===== src/rtl/hexword_serialiser.sv =====
// Serialises a binary word into ASCII hex characters, most significant digit first,
// with an optional 0x prefix, leading-zero suppression and terminator.
//
// state   | meaning
// --------+---------------------------------------------------------
// S_IDLE  | waiting for a start; ready high, no character presented
// S_PFX0  | presenting '0' of the 0x prefix
// S_PFXX  | presenting 'x' of the 0x prefix
// S_DIGIT | presenting the nibble at r_idx as a hex character
// S_TERM  | presenting the terminator character
module hexword_serialiser #(
    parameter int                   WORD_BITS      = 32,
    parameter int                   CHAR_SIZE      = 8,
    parameter bit                   UPPERCASE      = 1'b0,
    parameter bit                   PREFIX         = 1'b0,
    parameter bit                   SUPPRESS_ZEROS = 1'b0,
    parameter logic [CHAR_SIZE-1:0] TERMINATOR     = '0
) (
    input  logic                 in_clk,
    input  logic                 in_rst_n,
    input  logic                 in_start,
    input  logic [WORD_BITS-1:0] in_word,
    output logic                 out_ready,
    output logic [CHAR_SIZE-1:0] out_char,
    output logic                 out_char_valid,
    input  logic                 in_char_ready,
    output logic                 out_done
);

    localparam int NUM_DIGITS = (WORD_BITS + 3) / 4;
    localparam int PAD_BITS   = 4 * NUM_DIGITS;
    localparam int IDX_W      = (NUM_DIGITS > 1) ? $clog2(NUM_DIGITS) : 1;

    typedef enum logic [2:0] {
        S_IDLE,
        S_PFX0,
        S_PFXX,
        S_DIGIT,
        S_TERM
    } state_t;

    state_t               r_state;
    logic [PAD_BITS-1:0]  r_word;
    logic [IDX_W-1:0]     r_idx;
    logic [CHAR_SIZE-1:0] r_char;
    logic                 r_valid;
    logic                 r_done;

    state_t               w_state_nxt;
    logic [PAD_BITS-1:0]  w_word_ext;
    logic [PAD_BITS-1:0]  w_word_nxt;
    logic [IDX_W-1:0]     w_idx_nxt;
    logic                 w_done_nxt;
    logic                 w_hs;
    logic [3:0]           w_nib;
    logic [7:0]           w_digit;
    logic [CHAR_SIZE-1:0] w_char_nxt;

    // Index of the most significant nonzero nibble, 0 for an all-zero word.
    function automatic logic [IDX_W-1:0] msnz_index(input logic [PAD_BITS-1:0] word);
        msnz_index = '0;
        for (int i = 0; i < NUM_DIGITS; i++) begin
            if (word[4*i +: 4] != 4'd0) msnz_index = IDX_W'(i);
        end
    endfunction

    assign w_word_ext     = PAD_BITS'(in_word);
    assign w_hs           = r_valid && in_char_ready;
    assign out_ready      = (r_state == S_IDLE);
    assign out_char       = r_char;
    assign out_char_valid = r_valid;
    assign out_done       = r_done;

    always_ff @(posedge in_clk or negedge in_rst_n) begin
        if (!in_rst_n) begin
            r_state <= S_IDLE;
            r_word  <= '0;
            r_idx   <= '0;
            r_char  <= '0;
            r_valid <= 1'b0;
            r_done  <= 1'b0;
        end else begin
            r_state <= w_state_nxt;
            r_word  <= w_word_nxt;
            r_idx   <= w_idx_nxt;
            r_char  <= w_char_nxt;
            r_valid <= (w_state_nxt != S_IDLE);
            r_done  <= w_done_nxt;
        end
    end

    always_comb begin
        w_state_nxt = r_state;
        w_word_nxt  = r_word;
        w_idx_nxt   = r_idx;
        w_done_nxt  = 1'b0;
        case (r_state)
            S_IDLE: begin
                if (in_start) begin
                    w_word_nxt  = w_word_ext;
                    w_idx_nxt   = SUPPRESS_ZEROS ? msnz_index(w_word_ext) : IDX_W'(NUM_DIGITS - 1);
                    w_state_nxt = PREFIX ? S_PFX0 : S_DIGIT;
                end
            end
            S_PFX0: if (w_hs) w_state_nxt = S_PFXX;
            S_PFXX: if (w_hs) w_state_nxt = S_DIGIT;
            S_DIGIT: begin
                if (w_hs) begin
                    if (r_idx != '0) begin
                        w_idx_nxt = r_idx - 1'b1;
                    end else if (TERMINATOR != '0) begin
                        w_state_nxt = S_TERM;
                    end else begin
                        w_state_nxt = S_IDLE;
                        w_done_nxt  = 1'b1;
                    end
                end
            end
            S_TERM: begin
                if (w_hs) begin
                    w_state_nxt = S_IDLE;
                    w_done_nxt  = 1'b1;
                end
            end
            default: w_state_nxt = S_IDLE;
        endcase
    end

    // The character register is loaded from the next state so it lines up with r_valid.
    always_comb begin
        w_nib      = w_word_nxt[{w_idx_nxt, 2'b00} +: 4];
        w_digit    = (w_nib < 4'd10) ? (8'h30 + {4'h0, w_nib})
                                     : ((UPPERCASE ? 8'h41 : 8'h61) + {4'h0, w_nib} - 8'd10);
        w_char_nxt = '0;
        case (w_state_nxt)
            S_PFX0:  w_char_nxt = CHAR_SIZE'(8'h30);
            S_PFXX:  w_char_nxt = CHAR_SIZE'(8'h78);
            S_DIGIT: w_char_nxt = CHAR_SIZE'(w_digit);
            S_TERM:  w_char_nxt = TERMINATOR;
            default: w_char_nxt = '0;
        endcase
    end

endmodule


===== config.mk =====
export PLATFORM = sky130hd
export DESIGN_NAME = hexword_serialiser
export DESIGN_NICKNAME = d
export VERILOG_FILES = /design/src/rtl/hexword_serialiser.sv
export SDC_FILE = /design/constraint.sdc
export NUM_CORES = 1
export LEC_CHECK = 0
export BUFFER_PORTS_ARGS = -buffer_cell sky130_fd_sc_hd__buf_4
export CORE_MARGIN = 3
export CORE_UTILIZATION = 48
export DETAILED_ROUTE_END_ITERATION = 16
export PLACE_DENSITY_LB_ADDON = 0.05
export SETUP_SLACK_MARGIN = 0.3
export SLEW_MARGIN = 20
export SYNTH_ARGS = -nofsm -noshare
export SYNTH_HDL_FRONTEND = slang
export SYNTH_SLANG_ARGS = --single-unit

===== constraint.sdc =====
create_clock -name in_clk -period 3.4 [get_ports in_clk]
set_input_delay 0.34 -clock in_clk [delete_from_list [all_inputs] [get_ports in_clk]]
set_output_delay 0.34 -clock in_clk [all_outputs]
set_load 0.02 [all_outputs]

==> summary.txt <==
Synthesis
  – EDFF count, synth: 0
  – Synth Cell Area: 0.00251 sq mm
  – Synth Register Bits: between 40 and 50
  – Ys flop type: dfrtp_1
  – FFs w/ async S/R, synth: between 90% and 100%
  – Synth warnings: 0
  – Yosys top cell by area: dfrtp_1
  – Top cell type's share of synthesized area: ~47%
  – Top post-synthesis cells by area: dfrtp_1 47%, nand2_1 13%, mux2_2 2.7%
  – Cells after synthesis: about 260
  – Sequential-to-total area share from yosys stat: between 40 and 50%
  – Post-synth cell types: between 50 and 60
  – Synthesized area per cell: ~9.8 sq um
  – Synthesized net count: about 290

STA
  – Slew HR: between 50 and 60%
  – Unrepaired setup endpoints after global routing: no
  – Final setup violation count: 0
  – Min Tclk post-route: roughly 2.9 ns
  – Final Hold Viols: 0
  – Worst slew pin tran: 0.682 ns
  – Final TNS setup: 0 ns
  – Crit share post-route: between 80% and 90%
  – Final Max Tran Viols: 0
  – Worst Hold Slack: between 0.03 and 0.04 ns
  – Clock Skew: 0.00524 ns
  – Achievable Freq: 340 MHz

Floorplanning
  – Initial core utilization: between 50% and 60%
  – I/O Pins: 47
  – FP Rows: 25
  – Die W: around 80 um
  – Die Footprint: slightly above 0.006 sq mm
  – Die Ht: ~78 um
  – Floorplan core area: about 0.005 sq mm

Setup path
  – CP endpoint: out_char[2]
  – Capture point of the worst reg-to-reg path: out_char[2]
  – Data required time of the worst path: approximately 3.6 ns
  – Reg2reg path depth: 11
  – Worst flop-to-flop path startpoint: r_state[2]
  – Crit path from: r_state[2]
  – Worst Setup Start Kind: flip-flop
  – R2r setup slk: between 0.4 and 0.5 ns
  – Crit path max fanout: 6
  – WS Path Type: flip-flop to flip-flop
  – Crit end category: flip-flop
  – CP arrival: between 3 and 4 ns

Pwr
  – Power Total: ~0.0032 W
  – Worst ir drop on vdd: 0.000500 V
  – Leak pwr: around 1.5 nW
  – P per Cell Area: between 1000 and 1500 mW/mm^2

Route
  – DR iter-0 viols: between 150 and 200
  – DRC: 0
  – First-pass DRT Iterations: 4
  – Routed len/inst: 14.8 um
  – Vias per cell: approximately 5.4
  – Post-route antenna net violation count: 0
  – Wirelength, routed: about 5600 um
  – Via count: ~2000

Clock network
  – H-tree Lvls: 2
  – TritonCTS buffer count: 5
  – CTS root buf: clkbuf_8
  – Sink Count: 47
  – Worst skew pair latency: about 0.29 ns
  – Clock buffer depth: 2
  – Reg clk slew, reported paths: about 0.08 ns
  – CTS tree: yes

Finish
  – Layout Cells excl Fill: roughly 380
  – Final nets: approximately 350
  – Diode count: 0
  – Syn-to-layout area delta: 24.9%
  – Share of layout cells above drive strength 1: a little over a third
  – Design area: around 0.0031 sq mm

Global routing
  – Global routing met3 resource utilization: 3.44%
  – First-pass GRT wire length: 9490 um
  – Vias in the first global route: around 2000
  – Total GRT Usage: 19.6%
  – GR peak layer: met2
  – Initial antenna violation count: 0
  – Met1 Usage GRT: between 20% and 30%
  – Largest net degree at the start of global routing: 48
  – Gr ovfl total: 0
  – GR Util met2: around a third

Hold path
  – Hold Crit Class: primary input to async pin

Run
  – Maximum capacitance violations: 0

Outcome
  – Status: completed

Place
  – PortBufs: 45
  – GP Congestion: around 0.84
  – DP Wirelength: 3900 um
  – Placement Cell Area: approximately 0.0029 sq mm
  – Placed cell count: 361
==> worst max-delay path, cell delays in order, from the launching register on <==
cell and delay, ns:
dfrtp_2 0.47, nor4b_4 0.36, buf_4 0.19, mux2_2 0.35
a31o_2 0.21, o211a_1 0.11, or3_4 0.38, nand2_1 0.08
ha_1 0.15, inv_1 0.06, o31a_2 0.34, nor3b_1 0.16
==> stage by stage <==
stage	worst slack, ns	util, %
2_1_floorplan	0.436	-
6_report	0.457	64.3
3_3_place_gp	0.246	59.6
4_1_cts	0.327	61.5
5_1_grt	0.295	64.3
3_5_place_dp	0.116	59.6
==> repair_timing <==
| action | CTS | global route |
|---|---|---|
| cloned | 0 | 0 |
| endpoints found under the setup margin | 1 | 1 |
| hold buffers | 0 | 0 |
| resized for setup | 1 | 11 |
| pin swaps | 1 | 3 |
| hold endpoints to repair | 0 | 0 |
| setup buffers | 1 | 11 |
==> flip-flops by register name (all words and copies together), names as in the netlist <==
register / count
out_char: 7
out_char_valid: 1
out_done: 1
r_idx: 3
r_state: 3
r_word: 32
==> layout make-up <==
class | count | area [sq um]
inverters | 6 | 27.5
well taps | 67 | 83.8
multi-input cells | 188 | 1260
clock inverters | 1 | 5.00
clock buffers | 7 | 76.3
flip-flops and latches | 47 | 1180
fillers | 443 | 1740
repair buffers | 65 | 504
==> cell usage in the layout, fill, tap and decap left out, types with 2 or more instances in the layout <==
cell	instances
clkbuf_8	5
dfrtp_2	2
dfrtp_1	45
nor2_1	4
a32oi_1	4
nand2_1	88
o21ai_0	2
nand2b_1	7
nand3_1	2
mux4_2	3
nor3_1	6
ha_1	2
a311oi_1	4
a211oi_1	3
nor4_1	6
a31oi_1	4
clkbuf_1	2
nand3_2	2
and3_2	3
a32o_1	2
inv_1	5
buf_4	63
o211a_1	2
or3_1	2
a31o_2	2
mux2_2	6
==> logic make-up (layout without fill, tap and decap cells) <==
| kind of cell | Yosys count | in the layout | share of synthesized area, % |
|---|---|---|---|
| fa+ha+maj | 3 | 3 | 1.49 |
| other cells | 1 | 1 | 0.149 |
| flops | 47 | 47 | 46.8 |
| simple gates | 136 | 136 | 26.7 |
| buf+inv | 20 | 79 | 4.48 |
| compound gates | 38 | 38 | 14.5 |
| mux | 10 | 10 | 5.78 |
==> report_power, final <==
group	total, W	switching (W)	internal [W]
combinational	0.00190	0.000970	0.000928
sequential	0.000972	0.000151	0.000821
clock	0.000320	0.000176	0.000145
==> synthesized netlist by cell type, drive strengths merged, types with 2 or more instances <==
master,number
nand2,89
dfrtp,47
buf,9
nand2b,8
nor3,7
inv,6
mux2,6
nor4,6
clkbuf,5
a311oi,4
a31oi,4
a32oi,4
and3,4
nand3,4
nor2,4
a211oi,3
ha,3
mux4,3
o21ai,3
or3,3
a21oi,2
a2bb2oi,2
a31o,2
a32o,2
and2,2
nor2b,2
o211a,2
==> metal layers <==
metal | share of wire [%] | wire [um]
met1 | 45 | 2550
met2 | 50 | 2810
met3 | 4.2 | 237
met4 | 0.44 | 25
met5 | 0 | 0
==> how the worst min path moves through the flow <==
| stage | endpoint | depth (start not counted) |
|---|---|---|
| after floorplan | out_char[0] | 0 |
| after global placement | out_done | 1 |
| after detailed placement | out_char_valid | 1 |
| after CTS | out_done | 1 |
| after global routing | out_done | 1 |
| final | out_done | 1 |
(Power assumes the default switching activity.)
